### config.mk
export PLATFORM = sky130hd
export DESIGN_NAME = ahb_qos_arbiter
export DESIGN_NICKNAME = d
export VERILOG_FILES = /design/src/rtl/ahb_qos_arbiter_pkg.sv /design/src/rtl/ahb_burst_tracker.sv /design/src/rtl/ahb_qos_arbiter.sv
export SDC_FILE = /design/constraint.sdc
export NUM_CORES = 1
export LEC_CHECK = 0
export BUFFER_PORTS_ARGS = -buffer_cell sky130_fd_sc_hd__buf_2
export CORE_ASPECT_RATIO = 0.5
export CORE_MARGIN = 2
export CORE_UTILIZATION = 59
export CTS_CLUSTER_DIAMETER = 120
export DETAILED_ROUTE_END_ITERATION = 7
export PLACE_DENSITY = 0.76
export SETUP_SLACK_MARGIN = 0.5
export SYNTH_ARGS = -nofsm -noshare
export SYNTH_HDL_FRONTEND = slang
export SYNTH_HIERARCHICAL = 1
export SYNTH_SLANG_ARGS = --single-unit
export TNS_END_PERCENT = 100
### constraint.sdc
create_clock -name HCLK -period 8.2 [get_ports HCLK]
set_input_delay 0.41 -clock HCLK [delete_from_list [all_inputs] [get_ports HCLK]]
set_output_delay 0.41 -clock HCLK [all_outputs]
set_load 0.01 [all_outputs]
### src/rtl/ahb_qos_arbiter_pkg.sv
// rtl/ahb_qos_arbiter_pkg.sv - shared AHB encodings, burst lengths and port index type
package ahb_qos_arbiter_pkg;

   localparam int NUM_PORTS = 4;

   typedef logic [1:0] port_idx_t;

   typedef enum logic [1:0] {
      HTRANS_IDLE   = 2'd0,
      HTRANS_BUSY   = 2'd1,
      HTRANS_NONSEQ = 2'd2,
      HTRANS_SEQ    = 2'd3
   } htrans_e;

   typedef enum logic [2:0] {
      HBURST_SINGLE = 3'd0,
      HBURST_INCR   = 3'd1,
      HBURST_WRAP4  = 3'd2,
      HBURST_INCR4  = 3'd3,
      HBURST_WRAP8  = 3'd4,
      HBURST_INCR8  = 3'd5,
      HBURST_WRAP16 = 3'd6,
      HBURST_INCR16 = 3'd7
   } hburst_e;

   // Beats still to come after the NONSEQ beat of each burst type
   localparam logic [3:0] BEATS_LEFT_16   = 4'd14;
   localparam logic [3:0] BEATS_LEFT_8    = 4'd6;
   localparam logic [3:0] BEATS_LEFT_4    = 4'd2;
   localparam logic [3:0] BEATS_LEFT_INCR = 4'd2;

endpackage

### src/rtl/ahb_burst_tracker.sv
// rtl/ahb_burst_tracker.sv - burst beat counter, ownership hold flag and early-INCR counter
module ahb_burst_tracker
   import ahb_qos_arbiter_pkg::*;
(
   input  logic       HCLK,
   input  logic       HRESETn,
   input  logic       hready_i,
   input  logic       hsel_i,
   input  logic [1:0] htrans_i,
   input  logic [2:0] hburst_i,
   output logic       next_hold_o
);

   htrans_e    trans;
   hburst_e    burst;
   logic [3:0] cnt_q, cnt_d;
   logic       hold_q, hold_d;
   logic [1:0] early_q, early_d;

   assign trans       = htrans_e'(htrans_i);
   assign burst       = hburst_e'(hburst_i);
   assign next_hold_o = hold_d;

   always_comb begin
      cnt_d   = cnt_q;
      hold_d  = hold_q;
      early_d = early_q;
      if (hready_i) begin
         if (!hsel_i || trans == HTRANS_IDLE) begin
            cnt_d  = '0;
            hold_d = 1'b0;
         end else begin
            case (trans)
               HTRANS_NONSEQ: begin
                  hold_d = 1'b1;
                  case (burst)
                     HBURST_SINGLE: begin
                        cnt_d  = '0;
                        hold_d = 1'b0;
                     end
                     // A second early-ended INCR stops locking the owner in
                     HBURST_INCR: begin
                        cnt_d  = BEATS_LEFT_INCR;
                        hold_d = (early_q != 2'd1);
                     end
                     HBURST_WRAP4, HBURST_INCR4:   cnt_d = BEATS_LEFT_4;
                     HBURST_WRAP8, HBURST_INCR8:   cnt_d = BEATS_LEFT_8;
                     HBURST_WRAP16, HBURST_INCR16: cnt_d = BEATS_LEFT_16;
                     default:                      cnt_d = '0;
                  endcase
                  if (hold_q && early_q != 2'd3) early_d = early_q + 2'd1;
               end
               HTRANS_SEQ: begin
                  if (cnt_q == 4'd0) hold_d = 1'b0;
                  else               cnt_d  = cnt_q - 4'd1;
               end
               default: ;
            endcase
         end
         if (!hold_d) early_d = '0;
      end
   end

   always_ff @(posedge HCLK or negedge HRESETn) begin
      if (!HRESETn) begin
         cnt_q   <= '0;
         hold_q  <= 1'b0;
         early_q <= '0;
      end else begin
         cnt_q   <= cnt_d;
         hold_q  <= hold_d;
         early_q <= early_d;
      end
   end

endmodule

### src/rtl/ahb_qos_arbiter.sv
// rtl/ahb_qos_arbiter.sv - 4-port AHB arbiter: burst/lock hold, starvation promotion, priority with round-robin ties
module ahb_qos_arbiter
   import ahb_qos_arbiter_pkg::*;
#(
   parameter int unsigned AGE_LIMIT = 15
) (
   input  logic       HCLK,
   input  logic       HRESETn,
   input  logic [3:0] req,
   input  logic [7:0] prio_cfg,
   input  logic       HREADYM,
   input  logic       HSELM,
   input  logic [1:0] HTRANSM,
   input  logic [2:0] HBURSTM,
   input  logic       HMASTLOCKM,
   output logic [1:0] grant_port,
   output logic       no_port,
   output logic [3:0] starved
);

   localparam logic [3:0] AGE_MAX = 4'(AGE_LIMIT);

   port_idx_t  grant_q, grant_d, start, idx, pick;
   logic       no_port_q, no_port_d, found, next_hold, any_starved;
   logic [1:0] best, prio_val;
   logic [3:0] contenders;
   logic [3:0] age_q [NUM_PORTS];
   logic [3:0] age_d [NUM_PORTS];

   ahb_burst_tracker u_burst (
      .HCLK        (HCLK),
      .HRESETn     (HRESETn),
      .hready_i    (HREADYM),
      .hsel_i      (HSELM),
      .htrans_i    (HTRANSM),
      .hburst_i    (HBURSTM),
      .next_hold_o (next_hold)
   );

   always_comb begin
      for (int n = 0; n < NUM_PORTS; n++) starved[n] = (age_q[n] == AGE_MAX);
   end

   // Starved requesters bypass priority: first one in round-robin order wins
   always_comb begin
      grant_d     = grant_q;
      no_port_d   = no_port_q;
      start       = no_port_q ? port_idx_t'(0) : grant_q + 2'd1;
      any_starved = |(starved & req);
      contenders  = any_starved ? (starved & req) : req;
      idx         = '0;
      pick        = start;
      found       = 1'b0;
      best        = '0;
      prio_val    = '0;
      for (int k = 0; k < NUM_PORTS; k++) begin
         idx      = start + 2'(k);
         prio_val = prio_cfg[{idx, 1'b0} +: 2];
         if (contenders[idx] && (!found || (!any_starved && prio_val > best))) begin
            found = 1'b1;
            pick  = idx;
            best  = prio_val;
         end
      end
      if (HREADYM && !HMASTLOCKM && !next_hold) begin
         if (found) begin
            grant_d   = pick;
            no_port_d = 1'b0;
         end else if (!HSELM || no_port_q) begin
            no_port_d = 1'b1;
         end
      end
   end

   always_comb begin
      for (int n = 0; n < NUM_PORTS; n++) begin
         age_d[n] = age_q[n];
         if (HREADYM) begin
            if (!req[n] || (!no_port_d && grant_d == port_idx_t'(n))) age_d[n] = '0;
            else if (age_q[n] >= AGE_MAX)                             age_d[n] = AGE_MAX;
            else                                                      age_d[n] = age_q[n] + 4'd1;
         end
      end
   end

   always_ff @(posedge HCLK or negedge HRESETn) begin
      if (!HRESETn) begin
         grant_q   <= '0;
         no_port_q <= 1'b1;
         for (int n = 0; n < NUM_PORTS; n++) age_q[n] <= '0;
      end else begin
         grant_q   <= grant_d;
         no_port_q <= no_port_d;
         for (int n = 0; n < NUM_PORTS; n++) age_q[n] <= age_d[n];
      end
   end

   assign grant_port = grant_q;
   assign no_port    = no_port_q;

endmodule

### Word-level counts from Yosys, hierarchy flattened

Cells that the tools add are included.

* register bits after elaboration: 26
* input port bits: 22

* add/sub/neg operators: 10
* order comparisons: 11
* equal/unequal tests: 22
* shift operators: 4
* multiplexer cells: 47
* bitwise gates (word level): 1
* reductions and logical operators: 45

Operator list (count)
* 4-bit two-way mux: 11
* 8-bit by 4-bit indexed part select with 2-bit output: 4
* 2-bit two-way mux: 13
* 4-bit by 1-bit adder with 4-bit output (second input constant): 4
* 4-bit == test (second input constant): 4
* 4-bit greater-or-equal comparator (second input constant): 4
* 4-bit one-hot mux with 4 select lines: 1
* 1-bit two-way mux: 15
* 1-bit logical AND: 13
* 3-bit == test (second input constant): 4
* 1-bit zero test: 12
* 2-bit by 3-bit less-than comparator with 1-bit output (second input constant): 4
* 1-bit logical OR: 9
* 1-bit binary-select mux with 2-bit select: 4
* 2-bit == test (second input constant): 4
* 4-bit one-hot mux with 2 select lines: 1
* 2-bit by 1-bit adder with 2-bit output (second input constant): 3
* 3-bit by 2-bit == test with 1-bit output (second input constant): 2
* 2-bit greater-than comparator: 3
* 2-bit != test (second input constant): 3
* 2-bit adder (second input constant): 2
* 4-bit AND: 1
* 2-bit zero test: 2
* 4-bit zero test: 1
* other kinds (13): 16

### Depth between registers and ports, before layout

* depth in word-level cells: 28
* depth in mapped cells: 34

### Cells and area by module

Netlist, hierarchy kept.

Modules (own cells, without submodules)
* ahb_qos_arbiter: times used 1, cells an instance 230, area each 1973.1 µm², seq. area each 476.7 µm²
* ahb_burst_tracker: times used 1, cells an instance 62, area each 573.0 µm², seq. area each 175.2 µm²

### Least setup slack after synthesis

No wires, ideal clock.

* path type: flip-flop to flip-flop
* start point: register age_q[0] (netlist bit)
* end point: register age_q[12] (netlist bit)
* arrival time: 6310 ps
* path slack: 1794 ps
* stages on the path, launching flop included: 28
* buffers on the path: 0
* period minus slack after synthesis: 6406 ps
* cells stage by stage: dfrtp_1 ha_1 nand4_1 a41oi_2 a221o_1 nor2_1 nor2_1 a21oi_1 inv_1 ha_1 a2111oi_0 a21oi_1 nor3_1 mux2_2 ha_1 a2111oi_1 o32ai_1 nor2_1 nor2_1 a21oi_1 ha_1 a2111oi_0 inv_1 a21boi_0 nor4_1 a211oi_2 nor2_1 o32ai_2

* word-level cells in the longest chain between the ends: 28

Ends and longest elaborated chain
* start, declared: line ahb_qos_arbiter.sv:27 `logic [3:0] age_q [NUM_PORTS];`
* 4-bit == test *: line ahb_qos_arbiter.sv:41 `for (int n = 0; n < NUM_PORTS; n++) starved[n] = (age_q[n] == AGE_MAX);`
* 4-bit AND *: line ahb_qos_arbiter.sv:49, ahb_qos_arbiter.sv:50
* 4-bit OR reduction: line ahb_qos_arbiter.sv:49 `any_starved = |(starved & req);`
* 4-bit two-way mux: line ahb_qos_arbiter.sv:50 `contenders = any_starved ? (starved & req) : req;`
* 1-bit binary-select mux with 2-bit select: line ahb_qos_arbiter.sv:59 `if (contenders[idx] && (!found || (!any_starved && prio_val > best))) begin`
* 1-bit two-way mux (not written as such): line ahb_qos_arbiter.sv:59
* 2-bit two-way mux: line ahb_qos_arbiter.sv:59
* 2-bit greater-than comparator: line ahb_qos_arbiter.sv:59
* (+12 left out)
* 1-bit logical AND: line ahb_qos_arbiter.sv:59
* 2-bit two-way mux / 1-bit two-way mux (equally long branches): line ahb_qos_arbiter.sv:59
* 2-bit two-way mux / 1-bit two-way mux (equally long branches): line ahb_qos_arbiter.sv:66 `if (found) begin`
* 2-bit two-way mux / 1-bit two-way mux (equally long branches): line ahb_qos_arbiter.sv:65 `if (HREADYM && !HMASTLOCKM && !next_hold) begin`
* 2-bit zero test / 1-bit zero test (equally long branches): line ahb_qos_arbiter.sv:79 `if (!req[n] || (!no_port_d && grant_d == port_idx_t'(n))) age_d[n] = '0;`
* 1-bit logical AND *: line ahb_qos_arbiter.sv:79
* 1-bit logical OR *: line ahb_qos_arbiter.sv:79
* 4-bit two-way mux *: line ahb_qos_arbiter.sv:79

Mark *: on every way between the ends. The rest lies on a longest branch, timed or not. The select of a mux whose other input is x is not followed.
A chain may end at the register's enable or synchronous reset.

### Worst setup path after layout

Ends and elaborated chain as after synthesis.

==> metrics.cfg <==
[status]
outcome=finished clean

[synth]
synth_common_cells=dfrtp_1 (25), inv_1 (25), nor2_1 (24)
synth_edf_count=0
synth_flop_cell=dfrtp_1
ys_top_cells_by_area=dfrtp_1 (25%), ha_1 (6.9%), inv_1 (3.7%)
syn_inst=292
async_flop_share_pct=100
synth_compound_area_share_pct=29.8
yosysWarnings=6
syn_area_sq_um=2550
synth_adder_area_share_pct=6.88
synth_simple_gate_area_share_pct=22.7
syn_avg_cell_area_sq_um=8.72
synth_largest_area_cell=dfrtp_1
synth_cell_type_count=74
synth_mux_area_share_pct=8.01
ys_ff_latch=26
yosys.area.top_type_share_pct=24.6
syn_nets=328
synth-xor-area-share_pct=1.03
synth_top_family_by_area=compound AO/OA/AOI/OAI gates
seq_area_frac_synth_pct=25.6

[grt]
gr-usage-all-layers_pct=25.4
grt_pass1_vias=2202
overflow=0
grt_max_degree=34
antenna_found_initial=0
grt_pass1_wl_um=10200

[pwr]
p_per_area_nw_per_um2=378
fin_total_pwr_mw=1.05
p_leak_nw=1.22
ir_drop_v=0.000142

[clock_network]
clock_latency_ns=0.28
cts_buffers=3
h-tree-depth=1
clock-sinks=26
cts_root_buffer=clkbuf_8
cts_tree=done
clkTransAtPathRegs_ns=0.10
postCtsSetupBuffers=0
cts_max_path_buffers=2

[final_layout]
fin_nets=351
antenna_cells=0
layout-drive-gt1-share_pct=20.4
syn2layout_area_growth_pct=9.39
final_cells=368

[drt]
final_antenna_net_count=0
vias=2422
drt_wl_total_um=5990
wl_per_cell_um=16.3
drt_iter0_markers=159
drc=0
via_per_inst=6.58
first_pass_iters=4

[sta]
clock-skew-final_ns=0.00677
tightest_slew_ns=0.780
finalWorstSetupSlack_ns=1.07
hold_viol=0
fmax_ghz=0.140
rsz0062_at_grt=no
maxSlewHeadroom_pct=47.6
fin_crit_ns=7.13
period_share_pct=86.9
slew_viol_final=0
setup_tns_ns=0
setup_viol=0

[setup_path]
arrival_ns=7.32
cpMaxStageDelayCell=a2111oi_1
critPathCaptureType=register
crit_path_start_kind=register
worst_path_most_repeated_cell=nor2_1
slowest_delay_ns=0.55
path_max_fanout=6
critPathKind=register to register
worstPathRequired_ns=8.39

[min_path]
hp-class=input port to async pin

[floorplanning]
initial_utilization_pct=63.3
io_pins=29
die_area_sq_um=4890
rows=16
coreArea_sq_um=4020
die_y_um=50.5
die_x_um=96.9

[placed_design]
place_ws_ns=0.815
port_buffers=28
place.gp.congestion=0.938
place_hpwl_um=4600
dp_cells=364

[run]
maxCapViolCount=0

## what timing repair did
action	in CTS	in global routing
endpoints found under the setup margin	0	17
hold buffers	0	0
gates resized for setup	0	5
## power by group
part / total (mW) / internal, mW / leakage (nW) / switching (mW)
Clock: 0.109 / 0.0654 / 0.0357 / 0.0432
Sequential: 0.216 / 0.167 / 0.344 / 0.0489
Combinational: 0.729 / 0.314 / 0.839 / 0.416
Total: 1.05 / 0.546 / 1.22 / 0.508
## worst max-delay path: cells and delay by family, from the launching register on
family	cells	cell delay, ns
compound gates	12	3.63
simple gates	8	1.29
fa+ha+maj	4	1.09
flops	1	0.42
mux	1	0.40
buf+inv	2	0.17
## registers in the layout, indices dropped and copies added (netlist names)
name,count
age_q,16
u_burst/cnt_q,4
grant_port,2
u_burst/early_q,2
no_port,1
u_burst/hold_q,1
## worst paths after layout
path / depth (start not counted) / slack, ns / startpoint / endpoint
max in group asynchronous: 1 / 7.70 / HRESETn / age_q[1]$_DFFE_PN0P_
worst max register to register: 27 / 1.07 / age_q[0]$_DFFE_PN0P_ / age_q[12]$_DFFE_PN0P_
worst min-delay path: 1 / 0.12 / HRESETn / age_q[13]$_DFFE_PN0P_
worst max-delay path: 27 / 1.07 / age_q[0]$_DFFE_PN0P_ / age_q[12]$_DFFE_PN0P_
worst min register to register: 1 / 0.53 / age_q[13]$_DFFE_PN0P_ / age_q[13]$_DFFE_PN0P_
min in group HCLK: 3 / 0.48 / req[2] / age_q[6]$_DFFE_PN0P_
## metal layers
layer | global-route usage (%) | part of all wire, %
met1 | 34.1 | 47
met5 | 0 | 0
met2 | 45.5 | 47
met4 | 4.23 | 0.45
met3 | 3.06 | 5.8
## stage by stage
stage                     area (sq um)  hold WS, ns  utilization, %
after floorplan                   2550        0.114               -
after global placement            2710        0.431            67.3
after detailed placement          2710        0.443            67.3
after CTS                         2780        0.139            69.0
after global routing              2790        0.162            69.2
final                             2790        0.116            69.2
## area by class of cell
cell class	count	area [sq um]
Fill cell	334	1240
Clock inverter	1	30.0
Tap cell	54	67.6
Clock buffer	3	41.3
Inverter	26	97.6
Sequential cell	26	652
Timing Repair Buffer	29	148
Multi-Input combinational cell	229	1750
## kinds of logic (layout without fill, tap and decap cells)
family | Yosys count | in the layout
AOI/OAI and AO/OA | 98 | 98
xor gates and xnor gates | 3 | 3
adders and majority gates | 14 | 14
buffers and inverters | 37 | 59
DFF | 26 | 26
muxes | 15 | 15
and+or+nand+nor | 99 | 99
## cells in the final DEF, fill, tap and decap left out, types with 5 or more instances in the layout
cell type / instances
a21oi_1: 18
and3_1: 6
buf_2: 28
dfrtp_1: 25
ha_1: 14
inv_1: 25
mux2i_1: 8
nand2_1: 17
nand3_1: 5
nand4_1: 6
nor2_1: 24
nor3_1: 7
nor4_1: 5
o21ai_0: 13
o21ai_1: 5
o22ai_1: 10
(Power assumes the default switching activity.)
